[src/rtl/cpu_sequencer_pkg.sv]
// Shared phase codes, HALT opcode and internal FSM encoding for the instruction-cycle sequencer.
package cpu_sequencer_pkg;

    localparam logic [1:0] FETCH      = 2'd0;
    localparam logic [1:0] DECODE     = 2'd1;
    localparam logic [1:0] EXECUTE    = 2'd2;
    localparam logic [1:0] WRITE_BACK = 2'd3;

    localparam logic [4:0] HALT = 5'h1F;

    typedef enum logic [2:0] {
        SEQ_IDLE       = 3'd0,
        SEQ_FETCH      = 3'd1,
        SEQ_DECODE     = 3'd2,
        SEQ_EXECUTE    = 3'd3,
        SEQ_WRITE_BACK = 3'd4,
        SEQ_FAULT      = 3'd5
    } seq_state_t;

    // Idle and fault report as FETCH so legacy consumers of the 2-bit phase see a legal code.
    function automatic logic [1:0] phase_of(input seq_state_t s);
        logic [1:0] p;
        p = FETCH;
        case (s)
            SEQ_DECODE:     p = DECODE;
            SEQ_EXECUTE:    p = EXECUTE;
            SEQ_WRITE_BACK: p = WRITE_BACK;
            default:        p = FETCH;
        endcase
        return p;
    endfunction

endpackage

[src/rtl/cpu_sequencer_timeout.sv]
// Fetch-wait watchdog: loadable down-counter, reloaded while clear is high,
// counts down on enable; expired flags the cycle that uses up the budget.
module cpu_sequencer_timeout #(
    parameter int unsigned IMEM_TIMEOUT = 15
) (
    input  logic clk,
    input  logic reset,
    input  logic clear,
    input  logic enable,
    output logic expired
);

    localparam int unsigned TO_W = (IMEM_TIMEOUT < 2) ? 1 : $clog2(IMEM_TIMEOUT + 1);
    localparam logic [TO_W-1:0] LOAD_VAL = TO_W'(IMEM_TIMEOUT);

    logic [TO_W-1:0] remaining;

    always_ff @(posedge clk or negedge reset) begin
        if (!reset) begin
            remaining <= '0;
        end else if (clear) begin
            remaining <= LOAD_VAL;
        end else if (enable && (remaining != '0)) begin
            remaining <= remaining - TO_W'(1);
        end
    end

    // A zero budget never expires, which is how the timeout is disabled.
    assign expired = (IMEM_TIMEOUT != 0) && enable && (remaining == TO_W'(1));

endmodule

[src/rtl/cpu_sequencer.sv]
// Handshaked FETCH/DECODE/EXECUTE/WRITE_BACK controller with run/step debug,
// fetch-timeout fault and retired-instruction counter.
//
//   state          | meaning
//   ---------------+-----------------------------------------------
//   SEQ_IDLE       | halted, waiting for run or step
//   SEQ_FETCH      | imem_req high until imem_ready; ir_load on ready
//   SEQ_DECODE     | one cycle; HALT opcode returns to idle
//   SEQ_EXECUTE    | alu_start on first cycle; waits alu_done if multicycle
//   SEQ_WRITE_BACK | pc advance, register write, retire
//   SEQ_FAULT      | fetch timed out; sticky until reset
module cpu_sequencer
    import cpu_sequencer_pkg::*;
#(
    parameter int unsigned IMEM_TIMEOUT = 15,
    parameter int unsigned CNT_WIDTH    = 32
) (
    input  logic                 clk,
    input  logic                 reset,
    input  logic                 run,
    input  logic                 step,
    input  logic [4:0]           opcode,
    input  logic                 no_write,
    input  logic                 alu_multicycle,
    input  logic                 alu_done,
    input  logic                 imem_ready,
    output logic                 imem_req,
    output logic                 ir_load,
    output logic                 alu_start,
    output logic                 pc_enable,
    output logic                 reg_write_enable,
    output logic [1:0]           state,
    output logic                 halted,
    output logic                 fault,
    output logic [CNT_WIDTH-1:0] retired_count
);

    seq_state_t seq_state;
    seq_state_t seq_next;
    logic       exec_first;
    logic       fetch_wait;
    logic       fetch_expired;

    assign fetch_wait = (seq_state == SEQ_FETCH) && !imem_ready;

    cpu_sequencer_timeout #(
        .IMEM_TIMEOUT (IMEM_TIMEOUT)
    ) u_timeout (
        .clk     (clk),
        .reset   (reset),
        .clear   (seq_state != SEQ_FETCH),
        .enable  (fetch_wait),
        .expired (fetch_expired)
    );

    always_ff @(posedge clk or negedge reset) begin
        if (!reset) begin
            seq_state  <= SEQ_IDLE;
            exec_first <= 1'b0;
        end else begin
            seq_state  <= seq_next;
            exec_first <= (seq_next == SEQ_EXECUTE) && (seq_state != SEQ_EXECUTE);
        end
    end

    always_comb begin
        seq_next         = seq_state;
        imem_req         = 1'b0;
        ir_load          = 1'b0;
        alu_start        = 1'b0;
        pc_enable        = 1'b0;
        reg_write_enable = 1'b0;
        halted           = 1'b0;
        fault            = 1'b0;
        case (seq_state)
            SEQ_IDLE: begin
                halted = 1'b1;
                if (run || step) seq_next = SEQ_FETCH;
            end
            SEQ_FETCH: begin
                imem_req = 1'b1;
                if (imem_ready) begin
                    ir_load  = 1'b1;
                    seq_next = SEQ_DECODE;
                end else if (fetch_expired) begin
                    seq_next = SEQ_FAULT;
                end
            end
            SEQ_DECODE: begin
                seq_next = (opcode == HALT) ? SEQ_IDLE : SEQ_EXECUTE;
            end
            SEQ_EXECUTE: begin
                alu_start = exec_first;
                if (!alu_multicycle || alu_done) seq_next = SEQ_WRITE_BACK;
            end
            SEQ_WRITE_BACK: begin
                pc_enable        = 1'b1;
                reg_write_enable = !no_write;
                seq_next         = run ? SEQ_FETCH : SEQ_IDLE;
            end
            SEQ_FAULT: begin
                halted = 1'b1;
                fault  = 1'b1;
            end
            default: begin
                seq_next = SEQ_IDLE;
            end
        endcase
    end

    always_ff @(posedge clk or negedge reset) begin
        if (!reset) begin
            retired_count <= '0;
        end else if (seq_state == SEQ_WRITE_BACK) begin
            retired_count <= retired_count + CNT_WIDTH'(1);
        end
    end

    assign state = phase_of(seq_state);

endmodule

[config.mk]
export PLATFORM = sky130hd
export DESIGN_NAME = cpu_sequencer
export DESIGN_NICKNAME = d
export VERILOG_FILES = /design/src/rtl/cpu_sequencer_pkg.sv /design/src/rtl/cpu_sequencer_timeout.sv /design/src/rtl/cpu_sequencer.sv
export SDC_FILE = /design/constraint.sdc
export NUM_CORES = 1
export LEC_CHECK = 0
export CAP_MARGIN = 20
export CORE_MARGIN = 8
export CORE_UTILIZATION = 45
export CTS_BUF_LIST = sky130_fd_sc_hd__clkbuf_8
export CTS_CLUSTER_DIAMETER = 30
export DETAILED_ROUTE_END_ITERATION = 8
export GPL_ROUTABILITY_DRIVEN = 0
export MAX_ROUTING_LAYER = met4
export PLACE_DENSITY = 0.76
export SYNTH_ARGS = -nofsm -noshare
export SYNTH_HDL_FRONTEND = slang
export SYNTH_SLANG_ARGS = --single-unit
[constraint.sdc]
create_clock -name clk -period 2.5 [get_ports clk]
set_input_delay 0.375 -clock clk [delete_from_list [all_inputs] [get_ports clk]]
set_output_delay 0.375 -clock clk [all_outputs]
set_load 0.005 [all_outputs]
# [Word level (Yosys, flattened, before mapping)]
# Cells that the tools add are included.
[classes] add_sub_neg=2 n_reduce_logical=13 eq_ne=10 muxes=18
[op_table] op="adder 32 x 1 -> 32 bit, second input constant" n=1
[op_table] op="one-hot mux 3 bit (6 select lines)" n=1
[op_table] op="two-way mux 3 bit" n=4
[op_table] op="== test 3 x 2 -> 1 bit, second input constant" n=3
[op_table] op="two-way mux 1 bit" n=9
[op_table] op="two-way mux 4 bit" n=2
[op_table] op="== test 3 bit, second input constant" n=2
[op_table] op="one-hot mux 2 bit (3 select lines)" n=1
[op_table] op="== test 5 bit, second input constant" n=1
[op_table] op="== test 4 x 1 -> 1 bit, second input constant" n=1
[op_table] op="logical AND 1 bit" n=4
[op_table] op="nonzero test 4 bit" n=1
[op_table] op="subtractor 4 x 1 -> 4 bit, second input constant" n=1
[op_table] op="== test 3 x 1 -> 1 bit, second input constant" n=1
[op_table] op="zero test 1 bit" n=3
[op_table] op="zero test 3 bit" n=1
[op_table] op="!= test 3 x 1 -> 1 bit, second input constant" n=1
[op_table] op="!= test 3 x 2 -> 1 bit, second input constant" n=1
[op_table] op="logical OR 1 bit" n=2
[op_table] op="two-way mux 2 bit" n=1
[op_table] op="nonzero test 2 bit" n=1
[op_table] op="OR reduction 2 bit" n=1
[totals] register_bits=40 output_inout_bits=41 word_cells=47 inputBits=13

# [Depth between registers and ports, before layout]
[logic_depth] word_depth=8 ltp_mapped=6 mapped_depth_nobuf=5

# [Hierarchy]
# A second synthesis with hierarchy kept.
[unflattened] hier_cells=193 hier_area_um2=1999.4
[by_module_without_submodules] mod="cpu_sequencer" instances=1 seq_area_each_um2=900.9 area_each_um2=1756.7 cells_per_inst=170
[by_module_without_submodules] mod="cpu_sequencer_timeout" instances=1 seq_area_each_um2=100.1 area_each_um2=242.7 cells_per_inst=23

# [Worst setup path before layout]
# OpenSTA, ideal clock, no wires.
[synth_path] path_type="reg2reg" startpoint="reg seq_state[0]" endpoint="reg retired_count[25]" period_less_slack_ns=1.886 arrival_time_ns=1.762 n_path_buf=2 setup_time_ns=0.124 path_slack_ns=0.614 required_time_ns=2.376 path_stages_with_launch=7 cell_sequence="dfrtp_1 -> clkbuf_1 -> or3b_1 -> buf_6 -> nor4_4 -> nand4_1 -> xnor2_1"
[synth_via] elab_chain_cells=1
[synth_lines] item="start, declared" line_no="cpu_sequencer.sv:38" text="seq_state_t seq_state;"
[synth_lines] item="start signal, assigned" line_no="cpu_sequencer.sv:61" text="seq_state <= seq_next;"
[synth_lines] item="== test 3 bit" line_no="cpu_sequencer.sv:114" text="end else if (seq_state == SEQ_WRITE_BACK) begin"
[synth_lines] item="end signal, assigned" line_no="cpu_sequencer.sv:115" text="retired_count <= retired_count + CNT_WIDTH'(1);"
[synth_lines] item="end, declared" line_no="cpu_sequencer.sv:35" text="output logic [CNT_WIDTH-1:0] retired_count"
# Every way passes these cells.
# A chain may end at the register's enable or synchronous reset.

# [Worst setup path after layout]
[layout_path] startpoint="reg seq_state[2]" endpoint="out pc_enable"
[layout_via] elab_chain_cells=2
[layout_lines] item="== test 3 bit" line_no="cpu_sequencer.sv:75" text="case (seq_state)"
[layout_lines] item="two-way mux 1 bit" line_no="cpu_sequencer.sv:75"
[layout_lines] item="end, declared" line_no="cpu_sequencer.sv:30" text="output logic pc_enable,"
# Every way passes these cells.

==> results.md <==
- Drt pass-1 iters: 4
- Grt total ovfl: 0
- CTS root buf: clkbuf_8
- Mux share of post-synthesis cell area: 0
- Reg clk slew, reported paths: 0.08 ns
- Layout area overhead: 35.6%
- Die height: 81.7 um
- Reg2reg path depth: 4
- Sink Count: 40
- Measured slew at the worst slew-check pin: 0.888 ns
- First-pass GRT wire length: 7.14 mm
- Adder-Cell Fraction of Synth Area: 0.0193
- Vias: 1556
- Initial core utilization: 0.455
- Hold_ws: 0.200 ns
- Crit share post-route: 0.925
- Critical path class: reg -> out
- Util after Layout: 0.618
- P_leak: 1.15 nW
- Post-Syn Nets: 201
- HPWL Detailed: 3.12 mm
- Worst Setup Start Kind: register
- Post-synthesis average cell area: 10.5 um2
- Min-Delay Path Class: in -> async
- Mapped Cells: 185
- Die Wd: 81.7 um
- Largest family of logic cells by synthesized area: simple AND/OR/NAND/NOR gates
- Most frequent cells in the layout: 52 x clkdlybuf4s50_1, 40 x dfrtp_1, 28 x xnor2_1
- Largest delay contributor family on the critical path: buffers and inverters
- DRT Wirelength: 4.29 mm
- Synth Area in Compound Gates: 0.0438
- Final nets: 258
- Wire per inst: 14.5 um
- Postcts setup bufs: 0
- Leading area contributor after synthesis: dfrtp_1
- # port buffers: 53
- I/O pin cnt: 54
- Crit-path cells: or3b_4 > inv_1 > clkdlybuf4s50_1
- Clk_lat worst skew: 0.30 ns
- CP max FO: 11
- Most common cell after layout, fill and taps aside: clkdlybuf4s50_1
- CP required: 2.12 ns
- CP arrival: 1.94 ns
- Hold Violations, Final: 0
- Worst rel slew slack: 0.408
- Max Cap Viol: 0
- Largest net degree at the start of global routing: 41
- CP max stage delay: 0.53 ns
- Synth Area in Simple Gates: 0.247
- RSZ-0062 raised after global routing: false
- TritonCTS clock tree: yes
- CTS H-tree lvls: 2
- Status: completed
- DRC: 0
- Crit path depth: 3
- Register bit total from synthesis: 40
- Core area: 4260 um2
- Share of layout cells above drive strength 1: 0.0617
- Yosys warnings: 0
- Worst slack at placement: 0.356 ns
- Vias in the first global route: 1502
- GRT Total Usage: 0.141
- Antenna Nets Post-Route: 0
- Synthesized cell area: 1940 um2
- CP bufs+invs: 2
- Deepest clock path buffer count: 2
- Max frequency: 432 MHz
- Final min period: 2.31 ns
- Die Footprint: 6670 um2
- Synth area leaders: dfrtp_1 52%, xnor2_1 13%, nand4_1 4.5%, nand2_1 3.3%, nand3_1 3.1%
- Initial drt markers: 93
- Worst setup margin: 0.188 ns
- Post-synthesis cell type count: 31
- Slowest CP cell: clkdlybuf4s50_1
- Diode count: 0
- Tot Pwr: 0.00183 W
- Peak supply drop: 0.484 mV
- Power Density: 694 nW/um2
- Max-slew violation count: 0
- Setup TNS: 0 ns
- Share of the yosys chip area belonging to registers: 0.515
- Critical path capture point type: output port
- Worst Clk Skew: 0.00955 ns
- Final setup fails: 0
- TritonCTS buffer count: 5
- Vias per cell: 5.27
- Initial antenna violation count: 0
- Synth top area share: 0.515
- Row count: 24
- Post-synthesis xor/xnor area fraction: 0.144
==> repair_timing <==
action                                 4_1_cts  5_1_grt
endpoints found under the hold margin        0        0
setup endpoints to repair                    0        3
resized for setup                            0        1
hold buffers                                 0        0
==> state kept, by name, indices dropped and copies added (netlist names) <==
| name | flops |
|---|---|
| exec_first | 1 |
| seq_state | 3 |
| retired_count | 32 |
| u_timeout.remaining | 4 |
==> area by class of cell <==
class / instances / area (um2)
Inverter: 8 / 30.0
Timing Repair Buffer: 55 / 541
Fill cell: 376 / 1630
Clock buffer: 5 / 68.8
Tap cell: 52 / 65.1
Multi-Input combinational cell: 132 / 886
Clock inverter: 3 / 42.5
Sequential cell: 40 / 1000
==> synth_stat cells <==
library cell	n
nor2b_1	5
o211ai_1	1
buf_6	1
nand2b_1	3
nor3_1	6
o31ai_1	1
nor2_1	8
buf_2	1
a311oi_1	1
nand4_1	14
nand3_1	12
a32o_1	1
o311ai_0	1
or3b_1	1
a21oi_1	3
and2_1	1
nand2_1	17
ha_1	3
dfrtp_1	40
or2_2	1
nor4b_1	1
inv_1	8
o21ai_0	4
and3_1	9
nor4_4	2
xor2_1	4
and4_1	2
or3_1	2
a21boi_0	1
xnor2_1	28
clkbuf_1	3
==> routing by layer <==
metal  part of all wire  GRT usage  up-vias  wire, um
met4              0.018     0.0579        0        77
met1               0.47      0.182      752      2020
met2               0.45      0.202       38      1930
met5                  0          -        -         0
li1                   -          -      760         -
met3              0.060     0.0427        6       259
==> path summary, 6_finish.rpt <==
kind                                          startpoint                            end  slack, ns
setup / recovery                  seq_state[2]$_DFF_PN0_                      pc_enable       0.19
hold / removal                                     reset   retired_count[1]$_DFFE_PN0P_       0.20
setup reg to reg                  seq_state[2]$_DFF_PN0_  retired_count[16]$_DFFE_PN0P_       0.48
hold reg to reg            retired_count[31]$_DFFE_PN0P_  retired_count[31]$_DFFE_PN0P_       0.48
max in group asynchronous                          reset  retired_count[17]$_DFFE_PN0P_       1.74
min in group clk           retired_count[31]$_DFFE_PN0P_  retired_count[31]$_DFFE_PN0P_       0.48
==> stage by stage <==
step	instances	area, um2
after floorplan	185	1940
after global placement	287	2520
after detailed placement	287	2520
after CTS	295	2630
after global routing	295	2630
final	295	2630
==> report_power, final <==
part           leakage, nW  total [W]  switching, W  internal, W
sequential           0.530   0.000796     0.0000901     0.000706
combinational        0.566   0.000501      0.000216     0.000284
clock               0.0541   0.000532      0.000237     0.000295
==> logic make-up after synthesis <==
kind of cell / count (synthesis)
buf+inv: 13
compound gates: 13
flops: 40
fa+ha+maj: 3
xor+xnor: 32
simple gates: 84
==> worst reg2reg max path: cells and delay by family, from the launching register on <==
family	cells	cell delay (ns)
XOR/XNOR	1	0.15
flip-flops	1	0.47
AND/OR/NAND/NOR	3	1.29
Power figures use the tool's default switching activity.
